## src/rtl/scoreboard_ctrl_pkg.sv

```systemverilog
// Shared types and constants for the pending-write scoreboard controller.
package scoreboard_ctrl_pkg;
  typedef enum logic [0:0] {
    ST_RUN      = 1'b0,
    ST_MDU_WAIT = 1'b1
  } sb_state_e;

  localparam int REG_X0    = 0;
  localparam int CNT_W_DEF = 2;
endpackage

```

## src/rtl/sb_counter_bank.sv

```systemverilog
// Per-register pending-write counters: one increment port, one decrement port,
// two count read ports and a full flag for the ID destination.
module sb_counter_bank
  import scoreboard_ctrl_pkg::*;
#(
  parameter int NREGS = 32,
  parameter int CNT_W = CNT_W_DEF,
  parameter int AW    = $clog2(NREGS)
) (
  input  logic             clk,
  input  logic             rst,
  input  logic             inc_en,
  input  logic [AW-1:0]    inc_idx,
  input  logic             dec_en,
  input  logic [AW-1:0]    dec_idx,
  input  logic [AW-1:0]    rd_a_idx,
  input  logic [AW-1:0]    rd_b_idx,
  input  logic [AW-1:0]    full_idx,
  output logic [CNT_W-1:0] rd_a_cnt,
  output logic [CNT_W-1:0] rd_b_cnt,
  output logic             full,
  output logic             underflow
);
  localparam logic [CNT_W-1:0] CNT_MAX = '1;

  logic [NREGS-1:0][CNT_W-1:0] cnt;
  logic [NREGS-1:0]            inc_vec, dec_vec;

  always_comb begin
    inc_vec = '0;
    dec_vec = '0;
    if (inc_en) inc_vec[inc_idx] = 1'b1;
    if (dec_en) dec_vec[dec_idx] = 1'b1;
  end

  // Entry REG_X0 is only ever written by reset, so it reads as zero forever.
  always_ff @(posedge clk or posedge rst) begin
    if (rst) begin
      cnt <= '0;
    end else begin
      for (int r = REG_X0 + 1; r < NREGS; r++) begin
        if (inc_vec[r] && !dec_vec[r] && cnt[r] != CNT_MAX)
          cnt[r] <= cnt[r] + 1'b1;
        else if (dec_vec[r] && !inc_vec[r] && cnt[r] != '0)
          cnt[r] <= cnt[r] - 1'b1;
      end
    end
  end

  assign rd_a_cnt  = cnt[rd_a_idx];
  assign rd_b_cnt  = cnt[rd_b_idx];
  assign full      = (cnt[full_idx] == CNT_MAX);
  // A retire with nothing pending means WB saw a write that never issued.
  assign underflow = dec_en && (cnt[dec_idx] == '0);
endmodule

```

## src/rtl/scoreboard_ctrl.sv

```systemverilog
// Pipeline sequencing controller: scoreboard RAW/WAW-capacity stalls,
// EX redirect flushes and MDU start/done sequencing.
module scoreboard_ctrl
  import scoreboard_ctrl_pkg::*;
#(
  parameter int NREGS       = 32,
  parameter int CNT_W       = CNT_W_DEF,
  parameter int MDU_TIMEOUT = 64
) (
  input  logic       clk,
  input  logic       rst,
  input  logic       id_valid,
  input  logic [4:0] rs1_id,
  input  logic [4:0] rs2_id,
  input  logic [4:0] rd_id,
  input  logic       regwrite_id,
  input  logic       mdu_op_id,
  input  logic       redirect_ex,
  input  logic       wb_valid,
  input  logic [4:0] rd_wb,
  input  logic       regwrite_wb,
  input  logic       mdu_done,
  output logic       stall_if,
  output logic       stall_id,
  output logic       bubble_ex,
  output logic       stall_ex,
  output logic       flush_if,
  output logic       flush_id,
  output logic       mdu_start,
  output logic       sb_err
);
  localparam int            TW      = $clog2(MDU_TIMEOUT + 1);
  localparam logic [TW-1:0] TMO_MAX = TW'(MDU_TIMEOUT);
  localparam logic [4:0]    X0      = 5'(REG_X0);

  sb_state_e        state, state_nxt;
  logic [TW-1:0]    tmo, tmo_nxt;
  logic             sb_err_q, err_set;
  logic [CNT_W-1:0] rs1_cnt, rs2_cnt;
  logic             rd_full, underflow;
  logic             hazard, issue, inc_en, dec_en;
  logic             stall_if_c, stall_id_c, bubble_ex_c, stall_ex_c;
  logic             flush_if_c, flush_id_c, mdu_start_c;

  // Stored counts only: a same-cycle retire does not release the hazard
  // because the regfile is not write-through.
  assign hazard = id_valid &&
                  ((rs1_id != X0 && rs1_cnt != '0) ||
                   (rs2_id != X0 && rs2_cnt != '0) ||
                   (regwrite_id && rd_id != X0 && rd_full));
  assign issue  = id_valid && state == ST_RUN && !hazard && !redirect_ex;
  assign inc_en = issue && regwrite_id && rd_id != X0;
  assign dec_en = wb_valid && regwrite_wb && rd_wb != X0;

  sb_counter_bank #(.NREGS(NREGS), .CNT_W(CNT_W), .AW(5)) u_bank (
    .clk       (clk),
    .rst       (rst),
    .inc_en    (inc_en),
    .inc_idx   (rd_id),
    .dec_en    (dec_en),
    .dec_idx   (rd_wb),
    .rd_a_idx  (rs1_id),
    .rd_b_idx  (rs2_id),
    .full_idx  (rd_id),
    .rd_a_cnt  (rs1_cnt),
    .rd_b_cnt  (rs2_cnt),
    .full      (rd_full),
    .underflow (underflow)
  );

  always_ff @(posedge clk or posedge rst) begin
    if (rst) begin
      state    <= ST_RUN;
      tmo      <= '0;
      sb_err_q <= 1'b0;
    end else begin
      state <= state_nxt;
      tmo   <= tmo_nxt;
      if (err_set) sb_err_q <= 1'b1;
    end
  end

  always_comb begin
    state_nxt   = state;
    tmo_nxt     = tmo;
    err_set     = underflow;
    stall_if_c  = 1'b0;
    stall_id_c  = 1'b0;
    bubble_ex_c = 1'b0;
    stall_ex_c  = 1'b0;
    flush_if_c  = 1'b0;
    flush_id_c  = 1'b0;
    mdu_start_c = 1'b0;
    case (state)
      ST_RUN: begin
        if (mdu_done) err_set = 1'b1;
        if (redirect_ex) begin
          flush_if_c = 1'b1;
          flush_id_c = 1'b1;
        end else if (hazard) begin
          stall_if_c  = 1'b1;
          stall_id_c  = 1'b1;
          bubble_ex_c = 1'b1;
        end else if (issue && mdu_op_id) begin
          mdu_start_c = 1'b1;
          state_nxt   = ST_MDU_WAIT;
        end
      end
      ST_MDU_WAIT: begin
        // EX holds the MDU op, so a redirect cannot be resolved here.
        stall_if_c = 1'b1;
        stall_id_c = 1'b1;
        stall_ex_c = 1'b1;
        if (mdu_done) begin
          state_nxt = ST_RUN;
          tmo_nxt   = '0;
        end else if (tmo != TMO_MAX) begin
          tmo_nxt = tmo + 1'b1;
          if (tmo_nxt == TMO_MAX) err_set = 1'b1;
        end
      end
      default: state_nxt = ST_RUN;
    endcase
  end

  assign stall_if  = !rst && stall_if_c;
  assign stall_id  = !rst && stall_id_c;
  assign bubble_ex = !rst && bubble_ex_c;
  assign stall_ex  = !rst && stall_ex_c;
  assign flush_if  = !rst && flush_if_c;
  assign flush_id  = !rst && flush_id_c;
  assign mdu_start = !rst && mdu_start_c;
  assign sb_err    = !rst && sb_err_q;
endmodule

```

## config.mk

```make
export PLATFORM = sky130hd
export DESIGN_NAME = scoreboard_ctrl
export DESIGN_NICKNAME = d
export VERILOG_FILES = /design/src/rtl/scoreboard_ctrl_pkg.sv /design/src/rtl/sb_counter_bank.sv /design/src/rtl/scoreboard_ctrl.sv
export SDC_FILE = /design/constraint.sdc
export NUM_CORES = 1
export LEC_CHECK = 0
export CELL_PAD_IN_SITES_DETAIL_PLACEMENT = 2
export CELL_PAD_IN_SITES_GLOBAL_PLACEMENT = 2
export CORE_MARGIN = 2
export CORE_UTILIZATION = 37
export CTS_BUF_LIST = sky130_fd_sc_hd__clkbuf_16
export CTS_CLUSTER_SIZE = 30
export DETAILED_ROUTE_END_ITERATION = 8
export GPL_ROUTABILITY_DRIVEN = 0
export HOLD_SLACK_MARGIN = 0.03
export PLACE_DENSITY_LB_ADDON = 0.1
export SYNTH_ARGS = -nofsm -noshare
export SYNTH_HDL_FRONTEND = slang
export SYNTH_SLANG_ARGS = --single-unit
```

## constraint.sdc

```tcl
create_clock -name clk -period 3.4 [get_ports clk]
set_input_delay 0.51 -clock clk [delete_from_list [all_inputs] [get_ports clk]]
set_output_delay 0.51 -clock clk [all_outputs]
set_load 0.03 [all_outputs]
```

== Word-level counts from Yosys, hierarchy flattened ==
Index checks and enable logic that the tools add are counted.
Operators by class
  magnitude comparators: 6
  add/sub/neg operators: 63
  eq/ne operators: 34
  multiplexer cells: 96
  reduce and logical (&&, ||, !) cells: 284
  bitwise gates (word level): 1
Operators by type and width (number)
  logical AND 1 bit: 146
  2-to-1 mux 2 bit: 66
  nonzero test 2 bit: 65
  logical NOT 1 bit: 65
  2-to-1 mux 32 bit: 2
  adder 2 x 1 -> 2 bit (second input constant): 31
  inequality test 2 bit (second input constant): 31
  subtractor 2 x 1 -> 2 bit (second input constant): 31
  binary-select mux 2 bit (select 5 bit): 4
  < comparator 5 x 6 -> 1 bit (second input constant): 4
  nonzero test 5 bit: 4
  2-to-1 mux 1 bit: 17
  2-to-1 mux 7 bit: 2
  demux 1 bit (select 5 bit): 2
  greater-or-equal comparator 5 x 1 -> 1 bit (second input constant): 2
  adder 7 x 1 -> 7 bit (second input constant): 1
  equality test 7 bit (second input constant): 1
  inequality test 7 bit (second input constant): 1
  one-hot mux 1 bit (2 select lines): 3
  equality test 2 bit (second input constant): 1
  logical NOT 2 bit: 1
  logical OR 1 bit: 2
  AND reduction 2 bit: 1
  inverter 1 bit: 1
Storage, ports and cells
  bits of input ports: 29
  register bits: 71

== Longest topological paths before layout ==
  word-level depth: 18
  gate-level depth with buffers: 12
  depth with buffers taken out: 9

== Hierarchy ==
A second synthesis with hierarchy kept.
Unflattened totals
  cells, all modules: 764
  area total of the unflattened synthesis: 6242.2 um2
Modules (own cells, without submodules)
  sb_counter_bank: area each 5545.3 um2, cells an instance 685, times used 1
  scoreboard_ctrl: area each 696.9 um2, cells an instance 79, times used 1

== Worst setup path after synthesis ==
No wires, ideal clock.
  kind: input-to-output
  start: in rs2_id[0]
  end: out stall_if
  buffers on the path: 3
  stages on the path: 10
  arrival: 3.132 ns
  setup slack: -0.242 ns
  cell sequence: clkbuf_2 > inv_1 > mux4_2 > mux4_2 > o32a_1 > nand2_4 > buf_6 > a31oi_1 > nor2_1 > buf_4
Between the ends
  longest elaborated chain between the ends: 11
  elaborated cells on any way between the ends: 12
  classes of those cells: 5 x mux; 7 x reduce/logical
RTL lines
  start: declaration: line scoreboard_ctrl.sv:14  | input logic [4:0] rs2_id,
  binary-select mux 2 bit (select 5 bit): line sb_counter_bank.sv:51  | assign rd_b_cnt = cnt[rd_b_idx];
  2-to-1 mux 2 bit (implied by the code): line sb_counter_bank.sv:51
  nonzero test 2 bit: line scoreboard_ctrl.sv:49  | (rs2_id != X0 && rs2_cnt != '0) ||
  logical AND 1 bit *: line scoreboard_ctrl.sv:49
  logical OR 1 bit *: line scoreboard_ctrl.sv:48  | ((rs1_id != X0 && rs1_cnt != '0) ||
  logical OR 1 bit *: line scoreboard_ctrl.sv:49
  logical AND 1 bit *: line scoreboard_ctrl.sv:47  | assign hazard = id_valid &&
  2-to-1 mux 1 bit * (2 in a row)
  one-hot mux 1 bit (2 select lines) *
  logical AND 1 bit *
  end: declaration: line scoreboard_ctrl.sv:23  | output logic stall_if,
Mark *: on every way between the ends. The rest lies on a longest branch, timed or not. The select of a mux whose other input is x is not followed.

== Final worst setup path ==
  start: in rd_id[0]
  end: reg u_bank.cnt[47] (netlist bit)
Between the ends
  longest elaborated chain between the ends: 16
  elaborated cells on any way between the ends: 26
  classes of those cells: 2 x order compare; 1 x eq/ne; 6 x mux; 17 x reduce/logical
RTL lines
  start: declaration: line scoreboard_ctrl.sv:15  | input logic [4:0] rd_id,
  binary-select mux 2 bit (select 5 bit): line sb_counter_bank.sv:52  | assign full = (cnt[full_idx] == CNT_MAX);
  2-to-1 mux 2 bit (implied by the code): line sb_counter_bank.sv:52
  equality test 2 bit: line sb_counter_bank.sv:52
  logical AND 1 bit: line scoreboard_ctrl.sv:50  | (regwrite_id && rd_id != X0 && rd_full));
  logical OR 1 bit: line scoreboard_ctrl.sv:49
  logical AND 1 bit: line scoreboard_ctrl.sv:47
  logical NOT 1 bit: line scoreboard_ctrl.sv:51  | assign issue = id_valid && state == ST_RUN && !hazard && !redirect_ex;
  logical AND 1 bit (2 in a row): line scoreboard_ctrl.sv:51
  logical AND 1 bit (2 in a row): line scoreboard_ctrl.sv:52  | assign inc_en = issue && regwrite_id && rd_id != X0;
  2-to-1 mux 32 bit *: line sb_counter_bank.sv:32  | if (inc_en) inc_vec[inc_idx] = 1'b1;
  logical NOT 1 bit: line sb_counter_bank.sv:44  | else if (dec_vec[r] && !inc_vec[r] && cnt[r] != '0)
  logical AND 1 bit (2 in a row): line sb_counter_bank.sv:44
  nonzero test 2 bit (no line)
  end signal: indexed assignment: line sb_counter_bank.sv:43  | cnt[r] <= cnt[r] + 1'b1;
  end signal: indexed assignment: line sb_counter_bank.sv:45  | cnt[r] <= cnt[r] - 1'b1;
  end: declaration: line sb_counter_bank.sv:26  | logic [NREGS-1:0][CNT_W-1:0] cnt;
Marks and branches as above.
A chain may end at the register's enable or synchronous reset.

==> metrics.md <==
| Metric | Value |
|---|---|
| Initial DRC count | `895` |
| Final setup violating endpoints | `21` |
| CP Capture Type | `flip-flop` |
| Leak | `0.003260 uW` |
| Seq cells post-synth | `71` |
| Worst min path class | `reg2reg` |
| Synth Area per Inst | `8.157 um^2` |
| Total track usage | `35.81%` |
| # rows | `46` |
| Register area share after synthesis | `29.31%` |
| P&R area growth vs syn | `34.04%` |
| Status | `finished with violations` |
| Core ar. | `15940 um^2` |
| Failing checks | `negative setup slack` |
| Syn_nets | `774` |
| Latest clock arrival within the worst-skew pair | `0.36 ns` |
| Placed instance area | `7375 um^2` |
| F_max | `272.7 MHz` |
| CTS clk-pin slew, worst paths | `0.06 ns` |
| Fin crit period | `3.667 ns` |
| Port bufs | `36` |
| Gate Count Post-Synth | `743` |
| CP max stage delay | `0.61 ns` |
| Boundary pin count | `37` |
| Cell area after layout | `8124 um^2` |
| CP Buf/Inv Count | `5` |
| Critical-path cell list | `buf_2 > buf_12 > mux4_2 > nor2b_2 > a21oi_1 > o21a_1 > o32a_1 > nand2_4 > buf_4 > buf_4 > nor4_4 > buf_4 > a21oi_1 > o21ai_0` |
| Startpoint types | `primary input` |
| Crit Path Max Fanout | `13` |
| Vias in the first global route | `7962` |
| CP Data Required Time | `3.61 ns` |
| CTS Sinks | `71` |
| Power per cell area | `396.0 nW/um^2` |
| Post-route setup slack | `-0.2672 ns` |
| CP most frequent cell | `buf_4` |
| EDFF count, synth | `0` |
| Final period utilization | `107.9%` |
| Final HPWL DP | `21.62 mm` |
| Pin slew with the least headroom to its limit | `1.065 ns` |
| Initial antenna violation count | `1` |
| Slowest stage cell, crit path | `mux4_2` |
| Remaining Overflow, GRT | `0` |
| Netlist cell types | `67` |
| DR WL/cell | `32.57 um` |
| Residual DRC | `0` |
| Max VDD drop | `456.5 uV` |
| Largest net degree at the start of global routing | `72` |
| Fraction of registers with async set/reset | `100.0%` |
| Cells after DPL | `1062` |
| CTS tree | `built` |
| Total number of vias | `7555` |
| Antenna Nets Post-Route | `0` |
| WL final | `35.57 mm` |
| DRT Pass-1 Iters | `6` |
| H-tree levels | `3` |
| Fin cells | `1092` |
| Crit Path Class | `in2reg` |
| Cell Area, Synth | `6061 um^2` |
| Syn. warnings | `2` |
| Clk buf depth | `2` |
| Final nets | `903` |
| Layout Skew | `0.009048 ns` |
| Final hold vios | `0` |
| Hold Path Stages | `1` |
| CTS root buffer | `clkbuf_16` |
| Arrival time at the worst endpoint | `3.88 ns` |
| Fin. max-slew vios | `0` |
| Die W | `132.0 um` |
| Slew Limit Headroom | `29.00%` |
| Die area | `17420 um^2` |
| Worst R2R Path Depth | `13` |
| Most used DFF post-synth | `dfrtp_1` |
| Levels on crit path | `14` |
| Initial Utilization | `38.02%` |
| Die Y | `132.0 um` |
| Cell family with most CP delay | `compound AO/OA/AOI/OAI gates` |
| Share of cells above drive strength 1 | `28.91%` |
| Global-route wire length before repair | `48.16 mm` |
| CTS Buf Count | `9` |
| Vias per cell | `6.918` |
| Max cap viols | `0` |
==> area by class of cell <==
type                    count  area [um^2]
clock inverters             5        20.02
diodes                      1        2.502
well taps                 216        270.3
repair buffers            162         1406
clock buffers               9        225.2
flip-flops and latches     71         1779
fillers                  1721         7819
inverters                  31        116.4
multi-input cells         597         4304
==> cell usage after synthesis (3+ instances only) <==
cell type	n	area [um^2]
buf_2	10	50.05
o31ai_1	5	37.54
o221a_2	8	90.09
nor3b_1	7	52.55
o2bb2ai_1	4	35.03
a211oi_1	17	127.6
o21a_1	10	75.07
clkbuf_1	25	93.84
inv_1	31	116.4
xor2_1	4	35.03
o21bai_1	5	37.54
nor4_4	6	127.6
and2_1	5	31.28
buf_4	5	37.54
nor2_1	80	300.3
nor4_1	9	56.30
or3b_1	5	43.79
o22ai_1	19	118.9
nor3_1	59	295.3
mux2i_1	33	330.3
or4_1	4	30.03
a21oi_1	40	200.2
xnor2_1	14	122.6
nand2_1	58	217.7
a21bo_2	5	50.05
and3_1	4	25.02
dfrtp_1	71	1777
mux2_2	8	90.09
a221oi_1	6	52.55
or3_1	9	56.30
nand2b_1	6	37.54
mux4_2	13	292.8
o21ai_0	62	310.3
mux2_1	3	33.78
nor2b_1	11	68.82
a22oi_1	4	30.03
o211ai_1	6	45.04
nand3b_1	6	45.04
nand4_1	3	18.77
nand3_1	25	125.1
==> metrics by stage <==
| stage | util (%) | total power, uW | hold slack [ns] | setup slack, ns | TNS, ns |
|---|---|---|---|---|---|
| floorplan | - | 1647 | 0.4266 | 0.01279 | 0 |
| global placement | 46.26 | 2012 | 0.4517 | -0.4329 | -13.31 |
| detailed placement | 46.26 | 2097 | 0.4980 | -0.4497 | -18.60 |
| CTS | 49.28 | 3010 | 0.5108 | 0.0001252 | 0 |
| global route | 50.94 | 3302 | 0.5099 | -0.2623 | -3.241 |
| finish | 50.96 | 3217 | 0.4928 | -0.2672 | -1.290 |
==> routing by layer <==
metal  vias to the layer above  routed length (um)  track usage, %
met2                       500               16440           61.11
met1                      3806               13110           41.72
met3                       217                3085           7.305
met5                         -                   0               0
li1                       3032                   -               -
met4                         0                2931           20.71
==> worst register-to-register path, delay by kind of cell, from the launching register on <==
family          cells  cell delay [ns]
simple gates        4             0.93
compound gates      4             0.81
buf+inv             4             0.79
mux                 1             0.50
flops               1             0.44
==> logic make-up (layout without fill, tap and decap cells) <==
| group | Yosys count | count (layout) | synth area share (%) |
|---|---|---|---|
| buf+inv | 75 | 207 | 5.306 |
| other cells | 0 | 1 | 0 |
| flops | 71 | 71 | 29.31 |
| simple gates | 306 | 306 | 26.47 |
| xor+xnor | 18 | 18 | 2.601 |
| mux | 57 | 57 | 12.32 |
| compound gates | 214 | 214 | 23.58 |
| fa+ha+maj | 2 | 2 | 0.4128 |
==> flip-flops by register name, indices dropped and copies added (netlist names) <==
| name | count |
|---|---|
| sb_err_q | 1 |
| tmo | 7 |
| u_bank.cnt | 62 |
| state | 1 |
==> power by group <==
part	switching (uW)	internal [uW]	total (uW)
combinational	695	484	1180
clock	404	474	878
sequential	207	953	1160
total	1310	1910	3220
==> layout by cell type (no fill, tap or decap), types with 12 or more instances in the layout <==
cell and count:
buf_4 114, nor2_1 76, dfrtp_1 69, o21ai_0 61
nand2_1 58, nor3_1 40, a21oi_1 37, mux2i_1 33
inv_1 31, nand3_1 23, clkdlybuf4s50_1 22, nor3_2 17
xnor2_1 14, mux4_2 13, a211oi_1 12
==> repair_timing <==
| action | 4_1_cts | 5_1_grt |
|---|---|---|
| pin swaps | 6 | 9 |
| hold buffers | 0 | 0 |
| gates resized for setup | 39 | 55 |
| gates cloned | 2 | 1 |
| setup endpoints to repair | 29 | 41 |
| buffers inserted | 9 | 3 |
==> path summary, 6_finish.rpt <==
| kind | slack (ns) | start | end |
|---|---|---|---|
| worst max register to register | -0.22 | u_bank.cnt[29] | u_bank.cnt[47] |
| worst min-delay path | 0.49 | sb_err_q | sb_err_q |
| worst min register to register | 0.49 | sb_err_q | sb_err_q |
| max in group asynchronous | 1.59 | rst | u_bank.cnt[36] |
| min in group asynchronous | 0.97 | rst | u_bank.cnt[3] |
| worst max-delay path | -0.27 | rd_id[0] | u_bank.cnt[47] |
Note: power is estimated with default switching activity, not from simulation.
